`src/rtl/fmap_window_scheduler.sv`:
```
// -----------------------------------------------------------------------------
// fmap_window_scheduler
//
// Purpose:
//   Walks every 3x3 window of a programmed image region in raster order. For
//   each window it drives the nine (column, row) tap read addresses of the
//   feature-map buffer. It follows the buffer's one-cycle registered read
//   latency, so a valid/ready stream of window-aligned fmap data reaches the
//   MAC array.
//
// Optional feature:
//   STRIDE2_EN - when defined, adds the stride2 input. stride2 is latched with
//                start and selects a window step of 2 instead of 1.
//
// Ports:
//   clk          rising-edge clock
//   reset_n      asynchronous active-low reset
//   start        one-cycle scan request, sampled only while idle
//   stride2      (STRIDE2_EN only) step 2 when 1, else step 1
//   img_w        image width in columns, legal 3..width
//   img_h        image height in rows, legal 3..height
//   readi_w      nine tap column addresses, tap 0 in the MSBs
//   readi_h      nine tap row addresses, tap 0 in the MSBs
//   fmap_valid   buffer output holds the window at win_x/win_y
//   fmap_ready   downstream accepts the current window
//   win_x/win_y  top-left corner of the window currently on fmap
//   busy         scan in progress
//   done         one-cycle pulse at the end of a scan or after an illegal size
//   err          sticky illegal-size flag, cleared by the next accepted start
// -----------------------------------------------------------------------------
module fmap_window_scheduler #(
    parameter int width    = 57,
    parameter int height   = 8,
    parameter int width_b  = 6,
    parameter int height_b = 3
) (
    input  logic                  clk,
    input  logic                  reset_n,
    input  logic                  start,
`ifdef STRIDE2_EN
    input  logic                  stride2,
`endif
    input  logic [width_b-1:0]    img_w,
    input  logic [height_b:0]     img_h,
    output logic [width_b*9-1:0]  readi_w,
    output logic [height_b*9-1:0] readi_h,
    output logic                  fmap_valid,
    input  logic                  fmap_ready,
    output logic [width_b-1:0]    win_x,
    output logic [height_b-1:0]   win_y,
    output logic                  busy,
    output logic                  done,
    output logic                  err
);

    localparam int XW = width_b + 2;
    localparam int YW = height_b + 2;
    localparam logic [31:0] WIDTH_U  = width;
    localparam logic [31:0] HEIGHT_U = height;

    typedef enum logic [1:0] {IDLE, RUN, DRAIN} state_t;

    state_t state, state_nx;

    // issue registers: the window whose addresses are presented next
    logic [width_b-1:0]  x_a;
    logic [height_b-1:0] y_a;
    logic                addr_vld;

    logic [width_b-1:0]  w_l;
    logic [height_b:0]   h_l;
    logic                bad_pend;

    logic                size_ok;
    logic                load;
    logic                flag_bad;
    logic                finish;
    logic                stall;
    logic                xfer;
    logic                accept;
    logic                last_x;
    logic                last_y;
    logic                rd_en;
    logic [1:0]          step;
    logic [XW-1:0]       nx_x;
    logic [XW-1:0]       lim_x;
    logic [YW-1:0]       nx_y;
    logic [YW-1:0]       lim_y;
    logic [width_b-1:0]  rx;
    logic [height_b-1:0] ry;

`ifdef STRIDE2_EN
    logic stride_l;
    assign step = stride_l ? 2'd2 : 2'd1;
`else
    assign step = 2'd1;
`endif

    assign size_ok = (32'(img_w) >= 32'd3) && (32'(img_w) <= WIDTH_U) &&
                     (32'(img_h) >= 32'd3) && (32'(img_h) <= HEIGHT_U);

    assign stall  = fmap_valid && !fmap_ready;
    assign xfer   = addr_vld && !stall;
    assign accept = fmap_valid && fmap_ready;

    assign nx_x   = XW'(x_a) + XW'(step);
    assign lim_x  = XW'(w_l) - XW'(3);
    assign nx_y   = YW'(y_a) + YW'(step);
    assign lim_y  = YW'(h_l) - YW'(3);
    assign last_x = nx_x > lim_x;
    assign last_y = nx_y > lim_y;

    assign busy = (state != IDLE);

    // While the window on fmap is stalled, the buffer keeps re-reading that
    // window's taps so its registered output stays stable. Otherwise the taps
    // of the next window to issue are presented. With nothing in flight, the
    // address bus is parked at zero.
    assign rx    = stall ? win_x : x_a;
    assign ry    = stall ? win_y : y_a;
    assign rd_en = addr_vld || fmap_valid;

    for (genvar r = 0; r < 3; r++) begin : g_row
        for (genvar c = 0; c < 3; c++) begin : g_col
            assign readi_w[(8-(3*r+c))*width_b +: width_b] =
                rd_en ? (rx + width_b'(c)) : '0;
            assign readi_h[(8-(3*r+c))*height_b +: height_b] =
                rd_en ? (ry + height_b'(r)) : '0;
        end
    end

    always_ff @(posedge clk or negedge reset_n) begin
        if (!reset_n) begin
            state <= IDLE;
        end else begin
            state <= state_nx;
        end
    end

    always_comb begin
        state_nx = state;
        load     = 1'b0;
        flag_bad = 1'b0;
        finish   = 1'b0;
        case (state)
            IDLE: begin
                // an illegal request still completing its done pulse blocks a new start
                if (start && !bad_pend) begin
                    if (size_ok) begin
                        load     = 1'b1;
                        state_nx = RUN;
                    end else begin
                        flag_bad = 1'b1;
                    end
                end
            end
            RUN: begin
                if (xfer && last_x && last_y) begin
                    state_nx = DRAIN;
                end
            end
            DRAIN: begin
                if (accept) begin
                    finish   = 1'b1;
                    state_nx = IDLE;
                end
            end
            default: state_nx = IDLE;
        endcase
    end

    always_ff @(posedge clk or negedge reset_n) begin
        if (!reset_n) begin
            x_a        <= '0;
            y_a        <= '0;
            addr_vld   <= 1'b0;
            w_l        <= '0;
            h_l        <= '0;
            bad_pend   <= 1'b0;
            fmap_valid <= 1'b0;
            win_x      <= '0;
            win_y      <= '0;
            done       <= 1'b0;
            err        <= 1'b0;
`ifdef STRIDE2_EN
            stride_l   <= 1'b0;
`endif
        end else begin
            done     <= finish || bad_pend;
            bad_pend <= flag_bad;

            if (bad_pend) begin
                err <= 1'b1;
            end else if (load) begin
                err <= 1'b0;
            end

            if (load) begin
                w_l      <= img_w;
                h_l      <= img_h;
                x_a      <= '0;
                y_a      <= '0;
                addr_vld <= 1'b1;
`ifdef STRIDE2_EN
                stride_l <= stride2;
`endif
            end else if (xfer) begin
                if (last_x) begin
                    x_a <= '0;
                    if (last_y) begin
                        addr_vld <= 1'b0;
                    end else begin
                        y_a <= nx_y[height_b-1:0];
                    end
                end else begin
                    x_a <= nx_x[width_b-1:0];
                end
            end

            // the buffer captures the presented taps this edge; follow with
            // the matching window coordinates one cycle later
            if (xfer) begin
                fmap_valid <= 1'b1;
                win_x      <= x_a;
                win_y      <= y_a;
            end else if (accept) begin
                fmap_valid <= 1'b0;
            end
        end
    end

endmodule

```
`config.mk`:
```
export PLATFORM = sky130hd
export DESIGN_NAME = fmap_window_scheduler
export DESIGN_NICKNAME = d
export VERILOG_FILES = /design/src/rtl/fmap_window_scheduler.sv
export SDC_FILE = /design/constraint.sdc
export NUM_CORES = 1
export LEC_CHECK = 0
export BUFFER_PORTS_ARGS = -buffer_cell sky130_fd_sc_hd__buf_2
export CORE_UTILIZATION = 45
export DETAILED_ROUTE_END_ITERATION = 8
export PLACE_DENSITY = 0.89
export SLEW_MARGIN = 20
export SYNTH_ARGS = -nofsm -noshare
export SYNTH_HDL_FRONTEND = slang
export SYNTH_SLANG_ARGS = --single-unit
```
`constraint.sdc`:
```
create_clock -name clk -period 2.6 [get_ports clk]
set_clock_uncertainty 0.1 [all_clocks]
set_input_delay 0.26 -clock clk [delete_from_list [all_inputs] [get_ports clk]]
set_output_delay 0.26 -clock clk [all_outputs]
set_load 0.01 [all_outputs]
```
# Yosys cells after proc, flatten, opt, wreduce, memory -nomap -nowiden
# Index checks and enable logic that the tools add are counted.
[word_totals]
input_bits = 14
romBits = 0
memories = 0
output_inout_bits = 94
latch_bits = 0
ff_bits = 35
ramBits = 0
[classes]
mul = 0
add_sub_neg = 8
reduce_logical = 24
shift = 0
n_eq_ne = 7
bitwise = 0
order_cmp = 6
n_div = 0
muxes = 36
[op_table]
columns = ["cell", "n"]
rows = [
  ["2-to-1 mux 6 bit", 7],
  ["2-to-1 mux 3 bit", 8],
  ["2-to-1 mux 1 bit", 16],
  ["nonzero test 2 bit", 6],
  ["inequality test 2 bit (second input constant)", 5],
  ["logical AND 1 bit", 9],
  ["> comparator 7 x 8 -> 1 bit", 1],
  ["2-to-1 mux 2 bit", 4],
  ["adder 6 x 1 -> 7 bit (second input constant)", 1],
  ["subtractor 6 x 2 -> 7 bit (second input constant)", 1],
  ["adder 6 x 1 -> 6 bit (second input constant)", 1],
  ["adder 6 x 2 -> 6 bit (second input constant)", 1],
  [">= comparator 6 x 2 -> 1 bit (second input constant)", 1],
  ["<= comparator 6 bit (second input constant)", 1],
  ["one-hot mux 2 bit (3 select lines)", 1],
  ["AND reduction 3 bit", 2],
  ["> comparator 4 x 5 -> 1 bit", 1],
  ["subtractor 4 x 2 -> 5 bit (second input constant)", 1],
  ["adder 3 x 1 -> 4 bit (second input constant)", 1],
  [">= comparator 4 x 2 -> 1 bit (second input constant)", 1],
  ["<= comparator 4 bit (second input constant)", 1],
  ["AND reduction 4 bit", 1],
  ["adder 3 x 1 -> 3 bit (second input constant)", 1],
  ["adder 3 x 2 -> 3 bit (second input constant)", 1],
  ["5 further kinds", 8],
]

# Depth between registers and ports, before layout
# Gate-level depths: netlist of run 1.
[depth]
ltp_word = 9
depth_mapped = 10
ltp_nobuf = 9

# Worst setup path before layout of run 1
# OpenSTA, ideal clock, no wires.
[synth_timing]
kind = "register to output"
start = "register fmap_valid"
end = "output port readi_w[29]"
slack_ps = 24
stages_incl_launch_ff = 10
required_ps = 2240
arrival_time_ps = 2216
n_path_buf = 2
cell_sequence = "dfrtp_1 > nor2b_4 > buf_6 > mux2i_1 > inv_1 > ha_1 > and4bb_1 > xor2_1 > nor2_1 > buf_4"
[synth_via]
elab_chain_len = 4
[synth_rtl]
columns = ["item", "line_no", "text"]
rows = [
  ["start, declared", "47", "output logic fmap_valid,"],
  ["start signal, assigned", "180", "fmap_valid <= 1'b0;"],
  ["start signal, assigned", "223", "fmap_valid <= 1'b1;"],
  ["start signal, assigned", "227", "fmap_valid <= 1'b0;"],
  ["logical AND 1 bit", "102", "assign stall = fmap_valid && !fmap_ready;"],
  ["2-to-1 mux 6 bit", "119", "assign rx = stall ? win_x : x_a;"],
  ["adder 6 x 1 -> 6 bit", "n/a", ""],
  ["2-to-1 mux 6 bit *", "n/a", ""],
  ["end, declared", "45", "output logic [width_b*9-1:0] readi_w,"],
]
# Mark *: on every way between the ends. The rest lies on a longest branch, timed or not.

# Final worst setup path of run 1
[layout_timing]
start = "register w_l[4]"
end = "register y_a[2]"
[layout_via]
elab_chain_len = 4
[layout_rtl]
columns = ["item", "line_no", "text"]
rows = [
  ["start, declared", "70", "logic [width_b-1:0] w_l;"],
  ["start signal, assigned", "199", "w_l <= img_w;"],
  ["subtractor 6 x 2 -> 7 bit", "107", "assign lim_x = XW'(w_l) - XW'(3);"],
  ["> comparator 7 x 8 -> 1 bit", "110", "assign last_x = nx_x > lim_x;"],
  ["nonzero test 2 bit (no source line)", "n/a", ""],
  ["AND reduction 3 bit (no source line)", "n/a", ""],
  ["end signal, assigned", "213", "y_a <= nx_y[height_b-1:0];"],
  ["end, declared", "67", "logic [height_b-1:0] y_a;"],
]
# Every way passes these cells.
# A chain may end at the register's enable or synchronous reset.

==> run_results.csv, run 1 <==
group,metric,value,unit
status,status,"completed",
drt,antenna_left,0,
global_route,grt_pass1_vias,2222,
worst_setup_path,crit_fanout,5,
worst_setup_path,arrival,2600,ps
yosys,synthArstFlopShare,100.0,%
pwr,power_switching_share,38.04,%
pwr,clock_power_share,21.7,%
global_route,grt_first_pass_wirelength,10120,um
pwr,p_int,1.149,mW
finish,n_fill_cell,549,
placement,port_buffers,107,
finish,fin_nets,427,
global_route,grt.total_usage,19.97,%
finish,final_area,3291,um^2
placement,place_congestion,0.9027,
clock_tree,clock_latency,290,ps
drt,wirelength,6655,um
yosys,syn_nets,362,
yosys,synth_cell_types,52,
yosys,syn-instance-count,331,
drt,post-route-drc-count,0,
placement,placed_cells,460,
worst_setup_path,path_class,"reg -> reg",
global_route,gr-total-overflow,0,
pwr,power_density,563.6,nW/um^2
yosys,yosysTopAreaCell,"dfrtp_1",
drt,via_per_inst,5.202,
drt,drtIter0Drc,112,
yosys,synth_warnings,0,
yosys,synth_edf_count,0,
sta,hold_slack,89.84,ps
worst_setup_path,critPathCaptureType,"flip-flop",
finish,regArea,877.1,um^2
floorplan,die_area,6685,um^2
finish,multi_input_area,1518,um^2
clock_tree,cts_max_path_buffers,2,
sta,final-hold-violation-count,0,
placement,place_area,3085,um^2
sta,rsz0062_at_grt,"yes",
clock_tree,root_buffer,"clkbuf_8",
pwr,ir_drop,316.6,uV
placement,place_hpwl,5060,um
drt,first_pass_iters,4,
sta,fmax,401.2,MHz
global_route,antenna_found_initial,0,
floorplan,die_w,81.76,um
job,cap_violations,0,
floorplan,ios,108,
clock_tree,cts_buffers,5,
finish,area_growth,14.95,%
pwr,power_leakage,1.866,nW
yosys,post_synth.cell_area_avg,8.649,um^2
floorplan,rows,28,
sta,setup_viol,0,
finish,final_cells,471,
worst_setup_path,startpoint_type,"flip-flop",
floorplan,initial_core_util,47.51,%
finish,final_util,54.61,%
worst_setup_path,required,2710,ps
finish,drive_above_1_share,41.16,%
min_path,hold_class,"in -> reg",
floorplan,core,6026,um^2
clock_tree,clock_sinks,35,
yosys,synthFlopType,"dfrtp_1",
clock_tree,htree_levels,2,
sta,slew_violations,0,
global_route,grt_max_degree,36,
yosys,synth.ff_latch_count,35,
drt,wl_per_cell,14.13,um
pwr,seq_power_share,35.0,%
drt,vias,2450,
pwr,net-switching-power,0.7055,mW
pwr,combPwrFrac,43.3,%
yosys,synth_top_area_share,30.59,%
sta,worst_slew_pin_slew,780.7,ps
yosys,syn_area,2863,um^2
yosys,synth_area_leaders,"dfrtp_1 31%, buf_4 15%, nand2_1 8.3%",
floorplan,die_h,81.76,um
sta,finalCriticalPeriod,2493,ps
clock_tree,clkTransAtPathRegs,70,ps
finish,n_antenna_cell,0,
clock_tree,cts_tree,"yes",
sta,relSlewSlack,47.96,%
sta,final.period_utilization,95.87,%
yosys,ys_seq_area_share,30.59,%
metal layers:
| layer | GRT usage [%] | vias to the layer above | part of all wire, % |
|---|---|---|---|
| met3 | 3.000 | 16 | 6.0 |
| met2 | 37.02 | 106 | 52 |
| met4 | 7.018 | 0 | 2.2 |
| met5 | 0 | - | 0 |
| met1 | 23.02 | 1153 | 40 |
| li1 | - | 1175 | - |
final cells by class:
type	instances	share of cell area, %
Tap cell	75	2.852
Clock buffer	6	2.510
Inverter	10	1.141
Clock inverter	1	0.1521
Sequential cell	35	26.65
Timing Repair Buffer	125	20.57
Multi-Input combinational cell	219	46.12
cells in the mapped netlist (2+ instances only):
library cell and instances:
mux2_2 2, nand3_1 6, nand2b_1 2, ha_1 17
nand4_1 2, a21oi_1 10, o2111ai_1 2, clkbuf_1 3
or2_2 3, buf_2 3, buf_4 56, a21oi_2 2
nor3b_1 3, nor2b_1 8, xnor2_1 8, nor3_1 4
nor2_1 26, nand3_2 2, buf_6 4, dfrtp_1 35
xor2_1 13, or3_1 2, nand2_1 63, inv_1 10
mux2i_1 10, o21ai_0 4, nor4_1 2, and3_1 4
or2b_1 2
cell usage in the layout, fill, tap and decap left out, types with 2 or more instances in the layout:
cell / instances
mux2i_1: 8
nand3_1: 4
clkbuf_8: 6
a21oi_2: 3
o21ai_0: 4
buf_2: 107
nor2b_1: 8
nor3b_1: 3
a21oi_1: 9
nand3_2: 3
nand2b_1: 2
dfrtp_1: 34
xnor2_1: 8
ha_1: 16
nand4_1: 2
nand2_1: 63
nor3_1: 4
xor2_1: 13
buf_4: 16
nor2_2: 2
mux2_2: 2
inv_1: 9
or2_2: 3
nor2_1: 24
or2b_1: 2
and3_1: 4
per-stage QoR:
step | total power [mW] | setup slack, ps | TNS, ps
after global routing | 1.987 | -9.873 | -34.55
final | 1.855 | 107.4 | 0
after detailed placement | 1.404 | -109.6 | -122.3
after global placement | 1.371 | 84.15 | 0
after CTS | 1.822 | 22.10 | 0
after floorplan | 1.220 | 24.00 | 0
power by group through the flow:
stage	combinational, mW	clock, mW	sequential, mW
final	0.802	0.403	0.650
after global routing	0.893	0.436	0.658
after CTS	0.761	0.413	0.649
after detailed placement	0.746	0	0.658
after global placement	0.717	0	0.654
after floorplan	0.554	0	0.666
flip-flops by register name, summed over array words and instances (netlist names), 2 cells and up:
| signal | cells |
|---|---|
| win_y | 3 |
| state | 2 |
| h_l | 4 |
| y_a | 3 |
| win_x | 6 |
| x_a | 6 |
| w_l | 6 |
critical path, stage by stage (launching register included):
cell	delay, ps
dfrtp_1	380
or3_4	400
a21oi_2	130
xnor2_1	140
ha_1	270
nand2_1	100
or2_2	150
nand3_4	110
a2111oi_4	390
mux2i_1	240
what timing repair did:
action / 4_1_cts / 5_1_grt
endpoints found under the setup margin: 10 / 19
gates resized for setup: 4 / 14
setup buffers: 0 / 3
hold endpoints to repair: 35 / 0
pin swaps: 0 / 4
hold buffers: 1 / 0
kinds of logic (layout without fill, tap and decap cells):
logic type | after synthesis | in the layout | synth area share, %
flops | 35 | 35 | 30.59
simple gates | 136 | 136 | 23.12
fa+ha+maj | 17 | 17 | 7.430
mux | 12 | 12 | 4.283
compound gates | 33 | 33 | 8.961
xor+xnor | 21 | 21 | 6.425
buf+inv | 77 | 142 | 19.19
final timing paths:
| path | start | to | slack (ps) | cells past startpoint |
|---|---|---|---|---|
| worst max-delay path | w_l[4]$_DFFE_PN0N_ | y_a[2]$_DFFE_PN0P_ | 110 | 9 |
| worst max register to register | w_l[4]$_DFFE_PN0N_ | y_a[2]$_DFFE_PN0P_ | 110 | 9 |
| max in group asynchronous | reset_n | x_a[2]$_DFFE_PN0P_ | 1370 | 2 |
| worst min register to register | err$_DFFE_PN0P_ | err$_DFFE_PN0P_ | 380 | 1 |
| min in group asynchronous | reset_n | h_l[1]$_DFFE_PN0N_ | 480 | 2 |
| worst min-delay path | img_w[4] | w_l[4]$_DFFE_PN0N_ | 90 | 3 |
(Power assumes the default switching activity.)
==> run 2: changes to the inputs <==
- PLACE_DENSITY: 0.89 -> default
- PLACE_DENSITY_LB_ADDON: default -> 0.12
==> run 2 against run 1 <==
Sequential share of layout area shrank 0.71 points. Core utilization increased by 1.5 points. Die area unchanged. Power rose by 6.1%. Largest power group unchanged. Fmax down 2.1%. Wire length fell by 6.2%. Non-clock buffer count grew 5. Clock power grew 26%. Final cell count grew 1.3%. Design area rose by 2.7%. Global-route usage is 1.3 points lower.
==> run_results.csv, run 2 (synthesis gave the netlist of run 1 again) <==
group,metric,value,unit
status,status,"completed",
min_path,hold_class,"in -> reg",
placement,place_congestion,0.8234,
global_route,use_met1,23.24,%
pwr,combPwrFrac,40.7,%
sta,final-hold-violation-count,0,
sta,fmax,392.8,MHz
floorplan,die_area,6685,um^2
pwr,power_switching_share,35.46,%
floorplan,ios,108,
clock_tree,cts_max_path_buffers,2,
drt,vias,2347,
worst_setup_path,r2r_start,"x_a[1]$_DFFE_PN0P_",
global_route,antenna_found_initial,0,
worst_setup_path,crit_fanout,5,
floorplan,die_w,81.76,um
drt,drtIter0Drc,76,
drt,post-route-drc-count,0,
placement,place_hpwl,4718,um
pwr,net-switching-power,0.6981,mW
worst_setup_path,required,2690,ps
floorplan,core,6026,um^2
global_route,busiest_layer,"met2",
pwr,p_int,1.270,mW
global_route,use_met2,33.72,%
finish,final_cell_mix,"107 x buf_2, 63 x nand2_1, 34 x dfrtp_1, 23 x nor2_1, 20 x buf_4",
finish,n_antenna_cell,0,
sta,hold_slack,98.02,ps
drt,first_pass_iters,4,
pwr,power_leakage,1.905,nW
worst_setup_path,timing.rr.end,"x_a[2]$_DFFE_PN0P_",
placement,placed_cells,463,
clock_tree,clock_sinks,35,
clock_tree,cts_tree,"yes",
worst_setup_path,critPathCaptureType,"flip-flop",
job,cap_violations,0,
worst_setup_path,cp_slowest_cell,"dfrtp_2",
floorplan,rows,28,
worst_setup_path,path_class,"reg -> reg",
worst_setup_path,cp_num_buf_inv,1,
worst_setup_path,critical_path.top_delay_family,"simple AND/OR/NAND/NOR gates",
sta,rsz0062_at_grt,"yes",
sta,relSlewSlack,47.33,%
global_route,gr-total-overflow,0,
floorplan,initial_core_util,47.51,%
sta,finalCriticalPeriod,2546,ps
finish,final_cells,477,
drt,via_per_inst,4.920,
worst_setup_path,cp.depth,10,
worst_setup_path,worstPathCellList,"ha_1 -> and3_1 -> xor2_1 -> ha_1 -> nand2_1 -> or2_2 -> nand3_1 -> buf_4 -> a21oi_2 -> nor4_2",
pwr,clock_power_share,25.8,%
finish,fin_nets,432,
global_route,grt_max_degree,36,
finish,drive_above_1_share,43.03,%
worst_setup_path,startpoint_type,"flip-flop",
finish,final_common_cell,"buf_2",
clock_tree,htree_levels,2,
pwr,ir_drop,345.4,uV
worst_setup_path,crit_path_frequent_cell,"ha_1",
worst_setup_path,crit_path_start,"x_a[1]$_DFFE_PN0P_",
clock_tree,clkTransAtPathRegs,70,ps
sta,final.period_utilization,97.90,%
clock_tree,clock_latency,280,ps
drt,wirelength,6245,um
sta,setup_viol,0,
finish,top_regs,"w_l (6), win_x (6), x_a (6)",
global_route,grt_pass1_vias,2028,
sta,slew_violations,0,
drt,wl_per_cell,13.09,um
worst_setup_path,timing.reg2reg.setup_slack,50,ps
drt,antenna_left,0,
floorplan,die_h,81.76,um
clock_tree,root_buffer,"clkbuf_8",
worst_setup_path,max_stage_delay,450,ps
global_route,grt_first_pass_wirelength,9494,um
pwr,power_density,582.2,nW/um^2
clock_tree,cts_buffers,5,
finish,area_growth,18.09,%
sta,worst_slew_pin_slew,790.0,ps
global_route,grt.total_usage,18.65,%
worst_setup_path,r2r_cells,10,
worst_setup_path,arrival,2630,ps
placement,port_buffers,107,
worst_setup_path,endpoint,"x_a[2]$_DFFE_PN0P_",
global_route,grt.met3_usage,2.333,%
pwr,seq_power_share,33.5,%
-- run 2: changes by cell type in the layout (fill, tap and decap cells not counted), sizes merged --
cell    previous run  this run
buf              124       129
bufinv             0         1
-- run 2: through the flow --
stage	worst slack, ps	cell area, um^2	util, %	total power, mW	setup TNS [ps]
6_report	54.49	3381	56.10	1.968	0
5_1_grt	-29.00	3381	56.10	2.105	-116.4
4_1_cts	9.354	3254	54.01	1.917	0
3_5_place_dp	83.28	3108	51.58	1.395	0
3_3_place_gp	129.2	3108	51.58	1.389	0
2_1_floorplan	24.00	2863	-	1.220	0
-- run 2: area by class of cell --
cell class / count / area [um^2]
Clock inverter: 2 / 35.03
Sequential cell: 35 / 877.1
Multi-Input combinational cell: 219 / 1536
Timing Repair Buffer: 130 / 718.2
Inverter: 10 / 37.54
Tap cell: 75 / 93.84
Clock buffer: 6 / 82.58
Fill cell: 586 / 2645
-- run 2: metal layers --
metal / vias to the layer above / part of all wire (%)
met2: 88 / 50
met1: 1074 / 44
met3: 4 / 5.1
met5: - / 0
met4: 0 / 0.67
li1: 1181 / -
-- run 2: repair_timing --
item | 4_1_cts | 5_1_grt
resized for setup | 1 | 23
pin swaps | 0 | 6
endpoints found under the hold margin | 34 | 0
setup buffers | 2 | 3
setup endpoints to repair | 6 | 27
gates cloned | 0 | 0
hold buffers | 1 | 0
-- run 2: worst min-delay path by stage --
stage	to	cells after the start	startpoint	slack (ps)
floorplan	addr_vld$_DFFE_PN0P_	0	reset_n	-140
global placement	w_l[1]$_DFFE_PN0N_	1	reset_n	290
detailed placement	w_l[0]$_DFFE_PN0N_	1	reset_n	300
CTS	w_l[3]$_DFFE_PN0N_	3	img_w[3]	90
global route	h_l[2]$_DFFE_PN0N_	3	img_h[2]	90
finish	w_l[3]$_DFFE_PN0N_	3	img_w[3]	100
-- run 2: worst register-to-register path, delay by kind of cell (launching register included) --
| kind | cells | cell delay, ps |
|---|---|---|
| AO/OA/AOI/OAI | 1 | 90 |
| XOR/XNOR | 1 | 160 |
| adder cells (fa/ha/maj) | 2 | 530 |
| buffers and inverters | 1 | 160 |
| flip-flops | 1 | 450 |
| AND/OR/NAND/NOR | 5 | 960 |
-- run 2: power by group through the flow --
stage | combinational (mW) | clock [mW] | sequential, mW
final | 0.802 | 0.507 | 0.659
after global routing | 0.896 | 0.543 | 0.667
after CTS | 0.745 | 0.518 | 0.654
after detailed placement | 0.734 | 0 | 0.661
after global placement | 0.728 | 0 | 0.661
after floorplan | 0.554 | 0 | 0.666
